[config.mk]
export PLATFORM = sky130hd
export DESIGN_NAME = riscv_inst_decode_stage
export DESIGN_NICKNAME = d
export VERILOG_FILES = /design/src/rtl/riscv_inst_decode_stage_pkg.sv /design/src/rtl/riscv_inst_decode_stage_queue.sv /design/src/rtl/riscv_inst_decode_stage.sv
export SDC_FILE = /design/constraint.sdc
export NUM_CORES = 1
export LEC_CHECK = 0
export BUFFER_PORTS_ARGS = -buffer_cell sky130_fd_sc_hd__buf_2
export CAP_MARGIN = 20
export CORE_MARGIN = 2
export CORE_UTILIZATION = 55
export CTS_BUF_LIST = sky130_fd_sc_hd__clkbuf_8
export CTS_CLUSTER_SIZE = 40
export DETAILED_ROUTE_END_ITERATION = 12
export PLACE_DENSITY = 0.77
export SETUP_SLACK_MARGIN = 0.2
export SLEW_MARGIN = 20
export SYNTH_ARGS = -nofsm -noshare
export SYNTH_HDL_FRONTEND = slang
export SYNTH_SLANG_ARGS = --single-unit
[constraint.sdc]
create_clock -name clk -period 15.7 [get_ports clk]
set_input_delay 3.14 -clock clk [delete_from_list [all_inputs] [get_ports clk]]
set_output_delay 3.14 -clock clk [all_outputs]
set_load 0.03 [all_outputs]
[src/rtl/riscv_inst_decode_stage_pkg.sv]
// Shared decode types for the RISC-V decode stage: instruction classes, opcodes,
// funct3/funct7 encodings and the XLEN-independent part of a queue entry.
package riscv_inst_decode_stage_pkg;

    typedef enum logic [2:0] {
        CLS_R       = 3'd0,
        CLS_I       = 3'd1,
        CLS_S       = 3'd2,
        CLS_B       = 3'd3,
        CLS_U       = 3'd4,
        CLS_J       = 3'd5,
        CLS_CUSTOM0 = 3'd6,
        CLS_ILLEGAL = 3'd7
    } dec_class_e;

    typedef enum logic [6:0] {
        OP_R       = 7'b0110011,
        OP_I       = 7'b0010011,
        OP_S       = 7'b0100011,
        OP_B       = 7'b1100011,
        OP_U       = 7'b0010111,
        OP_J       = 7'b1101111,
        OP_CUSTOM0 = 7'b0001011
    } opcode_e;

    typedef enum logic [2:0] {
        F3_ADD_SUB = 3'b000,
        F3_SLL     = 3'b001,
        F3_SW      = 3'b010,
        F3_SLTU    = 3'b011,
        F3_SR      = 3'b101
    } funct3_e;

    localparam logic [6:0] F7_BASE = 7'b0000000;
    localparam logic [6:0] F7_ALT  = 7'b0100000;

    // XLEN-wide fields (pc, imm, target) are appended by the top, since a package
    // cannot be parameterised by XLEN.
    typedef struct packed {
        dec_class_e  cls;
        logic [4:0]  rd;
        logic [4:0]  rs1;
        logic [4:0]  rs2;
        logic [2:0]  funct3;
        logic [6:0]  funct7;
        logic        illegal;
    } dec_entry_t;

endpackage

[src/rtl/riscv_inst_decode_stage_queue.sv]
// Generic DEPTH-entry synchronous FIFO used as the decode output queue.
// The caller must never push when count_o == DEPTH; flush empties it and wins over push/pop.
module riscv_dec_queue #(
    parameter int  DEPTH   = 2,
    parameter type entry_t = logic [7:0],
    localparam int CW      = $clog2(DEPTH + 1)
) (
    input  logic          clk,
    input  logic          rst,
    input  logic          flush_i,
    input  logic          push_i,
    input  entry_t        push_data_i,
    input  logic          pop_i,
    output entry_t        head_data_o,
    output logic [CW-1:0] count_o
);
    localparam int PW = (DEPTH > 1) ? $clog2(DEPTH) : 1;

    entry_t          mem_q [DEPTH];
    logic [PW-1:0]   rd_ptr_q, rd_ptr_d;
    logic [PW-1:0]   wr_ptr_q, wr_ptr_d;
    logic [CW-1:0]   count_q, count_d;
    logic            do_push, do_pop;

    function automatic logic [PW-1:0] next_ptr(input logic [PW-1:0] p);
        return (p == PW'(DEPTH - 1)) ? '0 : p + 1'b1;
    endfunction

    assign do_push = push_i & ~flush_i;
    assign do_pop  = pop_i & (count_q != '0) & ~flush_i;

    always_comb begin
        rd_ptr_d = rd_ptr_q;
        wr_ptr_d = wr_ptr_q;
        count_d  = count_q;
        if (flush_i) begin
            rd_ptr_d = '0;
            wr_ptr_d = '0;
            count_d  = '0;
        end else begin
            if (do_push) wr_ptr_d = next_ptr(wr_ptr_q);
            if (do_pop)  rd_ptr_d = next_ptr(rd_ptr_q);
            count_d = count_q + CW'(do_push) - CW'(do_pop);
        end
    end

    always_ff @(posedge clk) begin
        if (rst) begin
            rd_ptr_q <= '0;
            wr_ptr_q <= '0;
            count_q  <= '0;
        end else begin
            rd_ptr_q <= rd_ptr_d;
            wr_ptr_q <= wr_ptr_d;
            count_q  <= count_d;
        end
    end

    always_ff @(posedge clk) begin
        if (do_push) mem_q[wr_ptr_q] <= push_data_i;
    end

    assign head_data_o = mem_q[rd_ptr_q];
    assign count_o     = count_q;

endmodule

[src/rtl/riscv_inst_decode_stage.sv]
// Registered RISC-V decode stage: classify, extract fields, sign-extend immediate, queue results.
// Optional RISCV_DEC_BRANCH_TARGET_EN adds out_target = pc + imm for B/J entries.
module riscv_inst_decode_stage
    import riscv_inst_decode_stage_pkg::*;
#(
    parameter int XLEN  = 32,
    parameter int DEPTH = 2,
    parameter int CNT_W = 16
) (
    input  logic             clk,
    input  logic             rst,
    input  logic             flush,
    input  logic             in_valid,
    output logic             in_ready,
    input  logic [31:0]      in_inst,
    input  logic [XLEN-1:0]  in_pc,
    output logic             out_valid,
    input  logic             out_ready,
    output logic [2:0]       out_class,
    output logic [4:0]       out_rd,
    output logic [4:0]       out_rs1,
    output logic [4:0]       out_rs2,
    output logic [2:0]       out_funct3,
    output logic [6:0]       out_funct7,
    output logic [XLEN-1:0]  out_imm,
    output logic [XLEN-1:0]  out_pc,
    output logic             out_illegal,
`ifdef RISCV_DEC_BRANCH_TARGET_EN
    output logic [XLEN-1:0]  out_target,
`endif
    output logic [CNT_W-1:0] illegal_cnt
);
    localparam int CW = $clog2(DEPTH + 1);

    typedef struct packed {
        dec_entry_t      dec;
        logic [XLEN-1:0] pc;
        logic [XLEN-1:0] imm;
`ifdef RISCV_DEC_BRANCH_TARGET_EN
        logic [XLEN-1:0] target;
`endif
    } q_entry_t;

    q_entry_t         new_entry, head_entry, head_vis;
    logic [CW-1:0]    count;
    logic             push, pop;
    logic [2:0]       f3;
    logic [6:0]       f7;
    logic [CNT_W-1:0] illegal_cnt_q, illegal_cnt_d;

    assign f3 = in_inst[14:12];
    assign f7 = in_inst[31:25];

    always_comb begin
        new_entry             = '0;
        new_entry.dec.rd      = in_inst[11:7];
        new_entry.dec.rs1     = in_inst[19:15];
        new_entry.dec.rs2     = in_inst[24:20];
        new_entry.dec.funct3  = f3;
        new_entry.dec.funct7  = f7;
        new_entry.pc          = in_pc;
        case (in_inst[6:0])
            OP_R: begin
                new_entry.dec.cls     = CLS_R;
                new_entry.dec.illegal = !(f7 == F7_BASE || f7 == F7_ALT) ||
                                        (f7 == F7_ALT && f3 != F3_ADD_SUB && f3 != F3_SR);
            end
            OP_I: begin
                new_entry.dec.cls     = CLS_I;
                new_entry.dec.illegal = (f3 == F3_SLL && f7 != F7_BASE) ||
                                        (f3 == F3_SR && f7 != F7_BASE && f7 != F7_ALT);
                new_entry.imm         = {{(XLEN-11){in_inst[31]}}, in_inst[30:20]};
            end
            OP_S: begin
                new_entry.dec.cls     = CLS_S;
                new_entry.dec.illegal = (f3 > F3_SW);
                new_entry.imm         = {{(XLEN-11){in_inst[31]}}, in_inst[30:25], in_inst[11:7]};
            end
            OP_B: begin
                new_entry.dec.cls     = CLS_B;
                new_entry.dec.illegal = (f3 == F3_SW || f3 == F3_SLTU);
                new_entry.imm         = {{(XLEN-12){in_inst[31]}}, in_inst[7], in_inst[30:25],
                                         in_inst[11:8], 1'b0};
            end
            OP_U: begin
                new_entry.dec.cls     = CLS_U;
                new_entry.imm         = {{(XLEN-31){in_inst[31]}}, in_inst[30:12], 12'b0};
            end
            OP_J: begin
                new_entry.dec.cls     = CLS_J;
                new_entry.imm         = {{(XLEN-20){in_inst[31]}}, in_inst[19:12], in_inst[20],
                                         in_inst[30:21], 1'b0};
            end
            OP_CUSTOM0: begin
                new_entry.dec.cls     = CLS_CUSTOM0;
                new_entry.dec.illegal = (f3 != F3_ADD_SUB);
            end
            default: begin
                new_entry.dec.cls     = CLS_ILLEGAL;
                new_entry.dec.illegal = 1'b1;
            end
        endcase
        if (new_entry.dec.illegal) new_entry.imm = '0;
`ifdef RISCV_DEC_BRANCH_TARGET_EN
        if (new_entry.dec.cls == CLS_B || new_entry.dec.cls == CLS_J)
            new_entry.target = in_pc + new_entry.imm;
`endif
    end

    // in_ready depends only on registered occupancy, so a full queue ignores a same-cycle pop.
    assign in_ready  = (count < CW'(DEPTH));
    assign out_valid = (count != '0);
    assign push      = in_valid & in_ready & ~flush;
    assign pop       = out_valid & out_ready;

    riscv_dec_queue #(
        .DEPTH   (DEPTH),
        .entry_t (q_entry_t)
    ) u_queue (
        .clk         (clk),
        .rst         (rst),
        .flush_i     (flush),
        .push_i      (push),
        .push_data_i (new_entry),
        .pop_i       (pop),
        .head_data_o (head_entry),
        .count_o     (count)
    );

    always_comb begin
        illegal_cnt_d = illegal_cnt_q;
        if (push && new_entry.dec.illegal && illegal_cnt_q != '1)
            illegal_cnt_d = illegal_cnt_q + 1'b1;
    end

    always_ff @(posedge clk) begin
        if (rst) illegal_cnt_q <= '0;
        else     illegal_cnt_q <= illegal_cnt_d;
    end

    assign head_vis    = out_valid ? head_entry : '0;
    assign out_class   = head_vis.dec.cls;
    assign out_rd      = head_vis.dec.rd;
    assign out_rs1     = head_vis.dec.rs1;
    assign out_rs2     = head_vis.dec.rs2;
    assign out_funct3  = head_vis.dec.funct3;
    assign out_funct7  = head_vis.dec.funct7;
    assign out_illegal = head_vis.dec.illegal;
    assign out_imm     = head_vis.imm;
    assign out_pc      = head_vis.pc;
`ifdef RISCV_DEC_BRANCH_TARGET_EN
    assign out_target  = head_vis.target;
`endif
    assign illegal_cnt = illegal_cnt_q;

endmodule

==> flow_summary.toml, run 1 <==
[run_status]
result_of_the_run = "completed"

[cts]
postCtsSetupRepairBufs = 0
root_buffer = "clkbuf_8"
number_of_h_tree_branching_levels = 2
cts_tree = "done"
cts-resized-gates = 0
clk_latency_ns = 0.50
cts-buffers-inserted = 35
clock_slew_seen_by_the_registers_of_the_worst_setup_and_hold_paths_ns = 0.06
clockBufferDepth = 3
clock-sinks = 207
post_cts_hold_buffer_count = 0

[global_routing]
grt_start_max_net_pins = 70
grt_total_usage = 0.219
global_route.overflow_total = 0
number_of_antenna_violations_at_the_first_check_in_global_routing = 0
grt_pass1_wl_mm = 28.6
first_global_vias = 5794

[final_layout]
final_layout_size_suffix_gt1_frac = 0.283
most_common_cell_after_layout_fill_and_taps_aside = "edfxtp_1"
area_delta_synth_final_pct = 19.7
antenna-diode-count = 0
fillCellCount = 1107
finish.net_count = 902
final_cell_mix = "edfxtp_1, buf_2, nor2_1"
final_core_util = 0.679

[logic_synthesis]
async_flop_share = 0
synth_cells = 645
seq_area_frac_synth = 0.691
synth-main-ff-cell = "edfxtp_1"
synth_top_area_frac = 0.642
post-synth-top-area-cell = "edfxtp_1"
synth-edff-count = 186
total_nets_after_synthesis = 717
post_synth_main_area_contributors = "edfxtp_1, mux2i_1, nor2_1"
post_synth.cell_area_avg_um2 = 13.5
syn_area_mm2 = 0.00869
yosysWarnings = 0
synthDistinctLibCells = 45
synth_seq_cells = 207

[sta]
pin_slew_with_the_least_headroom_to_its_limit_ns = 0.928
maxSlewViolCount = 0
timing.setup.tns_ns = 0
report.final.setup_viol = 0
timing.slew.headroom = 0.381
f_max_mhz = 172
clock-skew-final_ns = 0.0141
period_needed_ns = 5.80
final-hold-violation-count = 0
portion_of_the_clock_cycle_consumed_by_the_worst_path_in_the_final_layout = 0.369
rsz0062_at_grt = "no"

[detailed_routing]
wl_mm = 18.9
dr_total_vias = 5917
route.detailed.wl_per_inst_um = 17.7
ant_nets = 0
avgViaCountPerCell = 5.55
drtIter0Drc = 432
count_of_unresolved_drc_violations_after_routing = 0
drt_pre_antenna_iters = 6

[die]
placeableCoreArea_mm2 = 0.0153
chipHeight_um = 130
die-area_mm2 = 0.0168
floorplan.initialDensity = 0.568
boundaryPins = 180
placement_rows = 45
dieWidth_um = 130

[worst_setup_path]
delay_of_the_slowest_critical_path_stage_ns = 0.79
slowest_stage = "or3_1"
rrSetupSlack_ns = 12.57
timing.rr.start = "u_queue.count_o[1]"
worst_ep_required_time_ns = 16.02
critical-path-top-delay-family = "simple AND/OR/NAND/NOR gates"
cp-startpoint = "in_inst[25]"
crit-reg2reg-capture = "u_queue.count_o[1]"
critical_path_buf_inv_count = 2
critPathKind = "in2reg"
worstPathMaxFanout = 35
worst_setup_path_start_kind = "input pin"
end_kind = "register"
number_of_cells_traversed_by_the_worst_register_to_register_path = 11
cp_arrival_ns = 6.12
path_cells = "buf_2 > nor4_1 > a311oi_1 > o22ai_1 > o221a_4 > clkinv_1 > or3_1 > a21oi_1"

[placement]
io_buffer_count = 179
dp.final_hpwl_mm = 12.1
place_congestion = 0.865

[power_and_ir_drop]
vdd.ir_drop.worst_v = 0.0000748
power.density_cell_area_mw_per_mm2 = 109
power_leakage_nw = 3.74

[min_path]
holdCritPathClass = "reg2reg"
worst_hold_path.endpoint = "illegal_cnt[14]"
whs_path_depth = 2
hp-start = "illegal_cnt[14]"

[flow_run]
maxCapViolCount = 0
## synthesized netlist by cell type, types with 5 or more instances
library cell / number
edfxtp_1: 186
nand3_1: 13
o31ai_1: 9
buf_2: 6
nor2_1: 114
nor3_1: 7
buf_1: 9
nand2_1: 33
mux2i_1: 96
nor2b_1: 5
clkbuf_1: 20
and3_1: 8
or4_1: 9
dfxtp_1: 21
a21oi_1: 38
inv_1: 9
o21ai_0: 9
## per-stage QoR
stage	power (mW)	area [um2]	instances	worst slack [ns]	hold slack, ns
after floorplan	0.679	8690	645	7.30	0.520
after global placement	0.706	9760	1004	9.57	0.485
after detailed placement	0.709	9760	1004	9.49	0.503
after CTS	1.14	10400	1066	9.70	0.512
after global routing	1.18	10400	1066	9.78	0.550
final	1.13	10400	1066	9.90	0.510
## cell type report
| cell class | instances | area (um2) | share of cell area |
|---|---|---|---|
| Clock buffer | 36 | 495 | 0.0476 |
| Clock inverter | 26 | 144 | 0.0138 |
| Inverter | 10 | 37.5 | 0.00361 |
| Multi-Input combinational cell | 392 | 2520 | 0.242 |
| Sequential cell | 207 | 6010 | 0.577 |
| Tap cell | 211 | 264 | 0.0254 |
| Timing Repair Buffer | 184 | 937 | 0.0901 |
## state kept, by name, summed over array words and instances (netlist names), named ones only
name              count
u_queue.mem_q       186
illegal_cnt          16
u_queue.count_o       2
u_queue.rd_ptr_q      1
u_queue.wr_ptr_q      1
## worst min-delay path, stage by stage, from the launching register on
cell and delay [ns]:
dfxtp_1 0.33, o31ai_1 0.07, a21oi_1 0.06
## how the worst max path moves through the flow
stage / endpoint / slack [ns] / cells past startpoint
4_1_cts: out_imm[21] / 9.70 / 4
2_1_floorplan: u_queue.mem_q[0][0] / 7.30 / 3
6_report: u_queue.mem_q[0][28] / 9.90 / 8
3_5_place_dp: u_queue.mem_q[0][28] / 9.49 / 8
5_1_grt: out_valid / 9.78 / 4
3_3_place_gp: u_queue.mem_q[0][23] / 9.57 / 8
## metal layers
layer / track usage / share of wire / vias to the layer above / wire length [um]
met5: 0 / 0 / - / 0
met4: 0.0772 / 0.019 / 0 / 363
met3: 0.0517 / 0.076 / 37 / 1430
met2: 0.360 / 0.49 / 257 / 9210
met1: 0.291 / 0.42 / 2866 / 7850
li1: - / - / 2757 / -
## logic make-up (layout without fill, tap and decap cells)
family          Yosys count  in the layout  share of synthesized area
compound gates           67             67                     0.0459
xor+xnor                  5              5                    0.00504
fa+ha+maj                 3              3                    0.00432
buf+inv                  46            256                     0.0216
flops                   207            207                      0.691
mux                      99             99                      0.114
simple gates            218            218                      0.118
## power by group
part / internal (mW) / switching [mW]
sequential: 0.613 / 0.00422
clock: 0.231 / 0.202
combinational: 0.0239 / 0.0562
No activity file was read; power rests on OpenSTA's default activity.
==> inputs of run 2 (changes only) <==
- CORE_UTILIZATION: 55 -> 51
- PLACE_DENSITY: 0.77 -> 0.75
- clock period: 15.7 -> 4.7 ns (I/O delays scaled with it)
==> run 2 against run 1 <==
Power rose to 3.3 times the previous value. Combinational power increased to 3.4 times the previous value. First-iteration DRC count rose by 27%. Sequential cell count is the same. Via count rose by 0.30%. Global-route usage is 0.93 points lower. Largest power group unchanged.
==> flow_summary.toml, run 2 (synthesis results as in run 1) <==
[run_status]
result_of_the_run = "completed"

[sta]
period_needed_ns = 3.52
clock-skew-final_ns = 0.00698
timing.setup.tns_ns = 0
report.final.setup_viol = 0
final-hold-violation-count = 0
rsz0062_at_grt = "no"
timing.slew.headroom = 0.309
f_max_mhz = 284
maxSlewViolCount = 0
pin_slew_with_the_least_headroom_to_its_limit_ns = 1.04
portion_of_the_clock_cycle_consumed_by_the_worst_path_in_the_final_layout = 0.749

[worst_setup_path]
critical_path_buf_inv_count = 3
delay_of_the_slowest_critical_path_stage_ns = 0.69
crit-reg2reg-capture = "u_queue.count_o[1]"
cp_arrival_ns = 3.83
critPathKind = "in2reg"
worstPathMaxFanout = 35
timing.rr.start = "u_queue.count_o[1]"
end_kind = "register"
worst_ep_required_time_ns = 5.01
worst_setup_path_start_kind = "input pin"
number_of_cells_traversed_by_the_worst_register_to_register_path = 11
critical-path-top-delay-family = "simple AND/OR/NAND/NOR gates"
cp-startpoint = "in_inst[25]"
rrSetupSlack_ns = 2.14
path_cells = "buf_2 > nor4_1 > a311oi_1 > o22ai_1 > o221a_4 > clkinv_1 > buf_4 > or3_1 > a21oi_1"
slowest_stage = "or3_1"

[final_layout]
largest_reg_flops = 186
fillCellCount = 1273
final_cell_mix = "edfxtp_1, buf_2, nor2_1"
finish.net_count = 902
area.sequential_mm2 = 0.00601
area_delta_synth_final_pct = 20.0
multi_input_comb_area_mm2 = 0.00252
most_common_cell_after_layout_fill_and_taps_aside = "edfxtp_1"
final_layout_size_suffix_gt1_frac = 0.285
max_flop_register = "u_queue.mem_q"

[cts]
post_cts_hold_buffer_count = 0
root_buffer = "clkbuf_8"
clockBufferDepth = 3
number_of_h_tree_branching_levels = 2
cts_tree = "done"
clk_latency_ns = 0.50
clock_slew_seen_by_the_registers_of_the_worst_setup_and_hold_paths_ns = 0.06
cts-resized-gates = 0
clock-sinks = 207
postCtsSetupRepairBufs = 0
cts-buffers-inserted = 34

[detailed_routing]
avgViaCountPerCell = 5.52
wl_mm = 19.3
route.detailed.wl_per_inst_um = 17.9
count_of_unresolved_drc_violations_after_routing = 0
ant_nets = 0
drtIter0Drc = 548
dr_total_vias = 5935
drt_pre_antenna_iters = 6

[flow_run]
maxCapViolCount = 0

[die]
placement_rows = 47
floorplan.initialDensity = 0.522
boundaryPins = 180
placeableCoreArea_mm2 = 0.0166
die-area_mm2 = 0.0181
chipHeight_um = 135
dieWidth_um = 135

[power_and_ir_drop]
share_of_power_burned_in_registers = 0.552
share_comb_of_total_power = 0.072
sw_frac_of_total = 0.229
power.density_cell_area_mw_per_mm2 = 358
post-layout-total-power_mw = 3.74
clockPowerShare = 0.376
power_leakage_nw = 3.74
cellInternalPower_mw = 2.88
vdd.ir_drop.worst_v = 0.000208
net-switching-power_mw = 0.855

[min_path]
whs_path_depth = 2
holdCritPathClass = "reg2reg"
worst_hold_path.endpoint = "illegal_cnt[15]"
hp-start = "illegal_cnt[15]"

[global_routing]
grt_total_usage = 0.210
grt_start_max_net_pins = 95
grt_pass1_wl_mm = 29.7
number_of_antenna_violations_at_the_first_check_in_global_routing = 2
global_route.overflow_total = 0
first_global_vias = 5863

[placement]
io_buffer_count = 179
dp.final_hpwl_mm = 12.6
place_congestion = 0.876
-- run 2: final cells by class --
cell class                      instances  area share
Sequential cell                       207       0.576
Multi-Input combinational cell        392       0.242
Timing Repair Buffer                  185      0.0926
Antenna cell                            2    0.000480
Tap cell                              220      0.0264
Clock buffer                           39      0.0514
Inverter                               10     0.00360
Clock inverter                         20     0.00779
-- run 2: worst min-delay path, delay by kind of cell, from the launching register on --
family,cells,cell delay [ns]
AO/OA/AOI/OAI,2,0.13
flip-flops,1,0.33
-- run 2: worst max-delay path by stage --
stage	end	slack, ns	cells past startpoint
4_1_cts	out_pc[17]	1.15	4
6_report	u_queue.mem_q[0][14]	1.18	9
3_5_place_dp	u_queue.mem_q[0][14]	0.73	9
3_3_place_gp	u_queue.mem_q[0][26]	0.79	9
2_1_floorplan	u_queue.mem_q[0][0]	0.28	3
5_1_grt	u_queue.mem_q[1][13]	1.05	9
-- run 2: power groups by stage --
stage | clock network, mW | logic (mW) | registers [mW]
floorplan | 0 | 0.164 | 2.10
global placement | 0 | 0.262 | 2.10
detailed placement | 0 | 0.270 | 2.10
CTS | 1.44 | 0.271 | 2.06
global route | 1.51 | 0.290 | 2.07
finish | 1.41 | 0.269 | 2.06
-- run 2: layer usage --
layer	GRT usage	vias to the layer above	wire [um]
met5	0	-	0
met4	0.101	0	707
met3	0.0586	58	1650
met2	0.329	272	9060
met1	0.273	2844	7860
li1	-	2761	-
-- run 2: through the flow --
stage	setup WS, ns	std cells	area (um2)	hold WS [ns]	utilization
after global routing	1.05	1074	10400	0.520	0.627
after CTS	1.15	1073	10400	0.505	0.627
after detailed placement	0.728	1014	9810	0.498	0.590
final	1.18	1075	10400	0.509	0.627
after global placement	0.786	1014	9810	0.485	0.590
after floorplan	0.277	645	8700	0.520	-
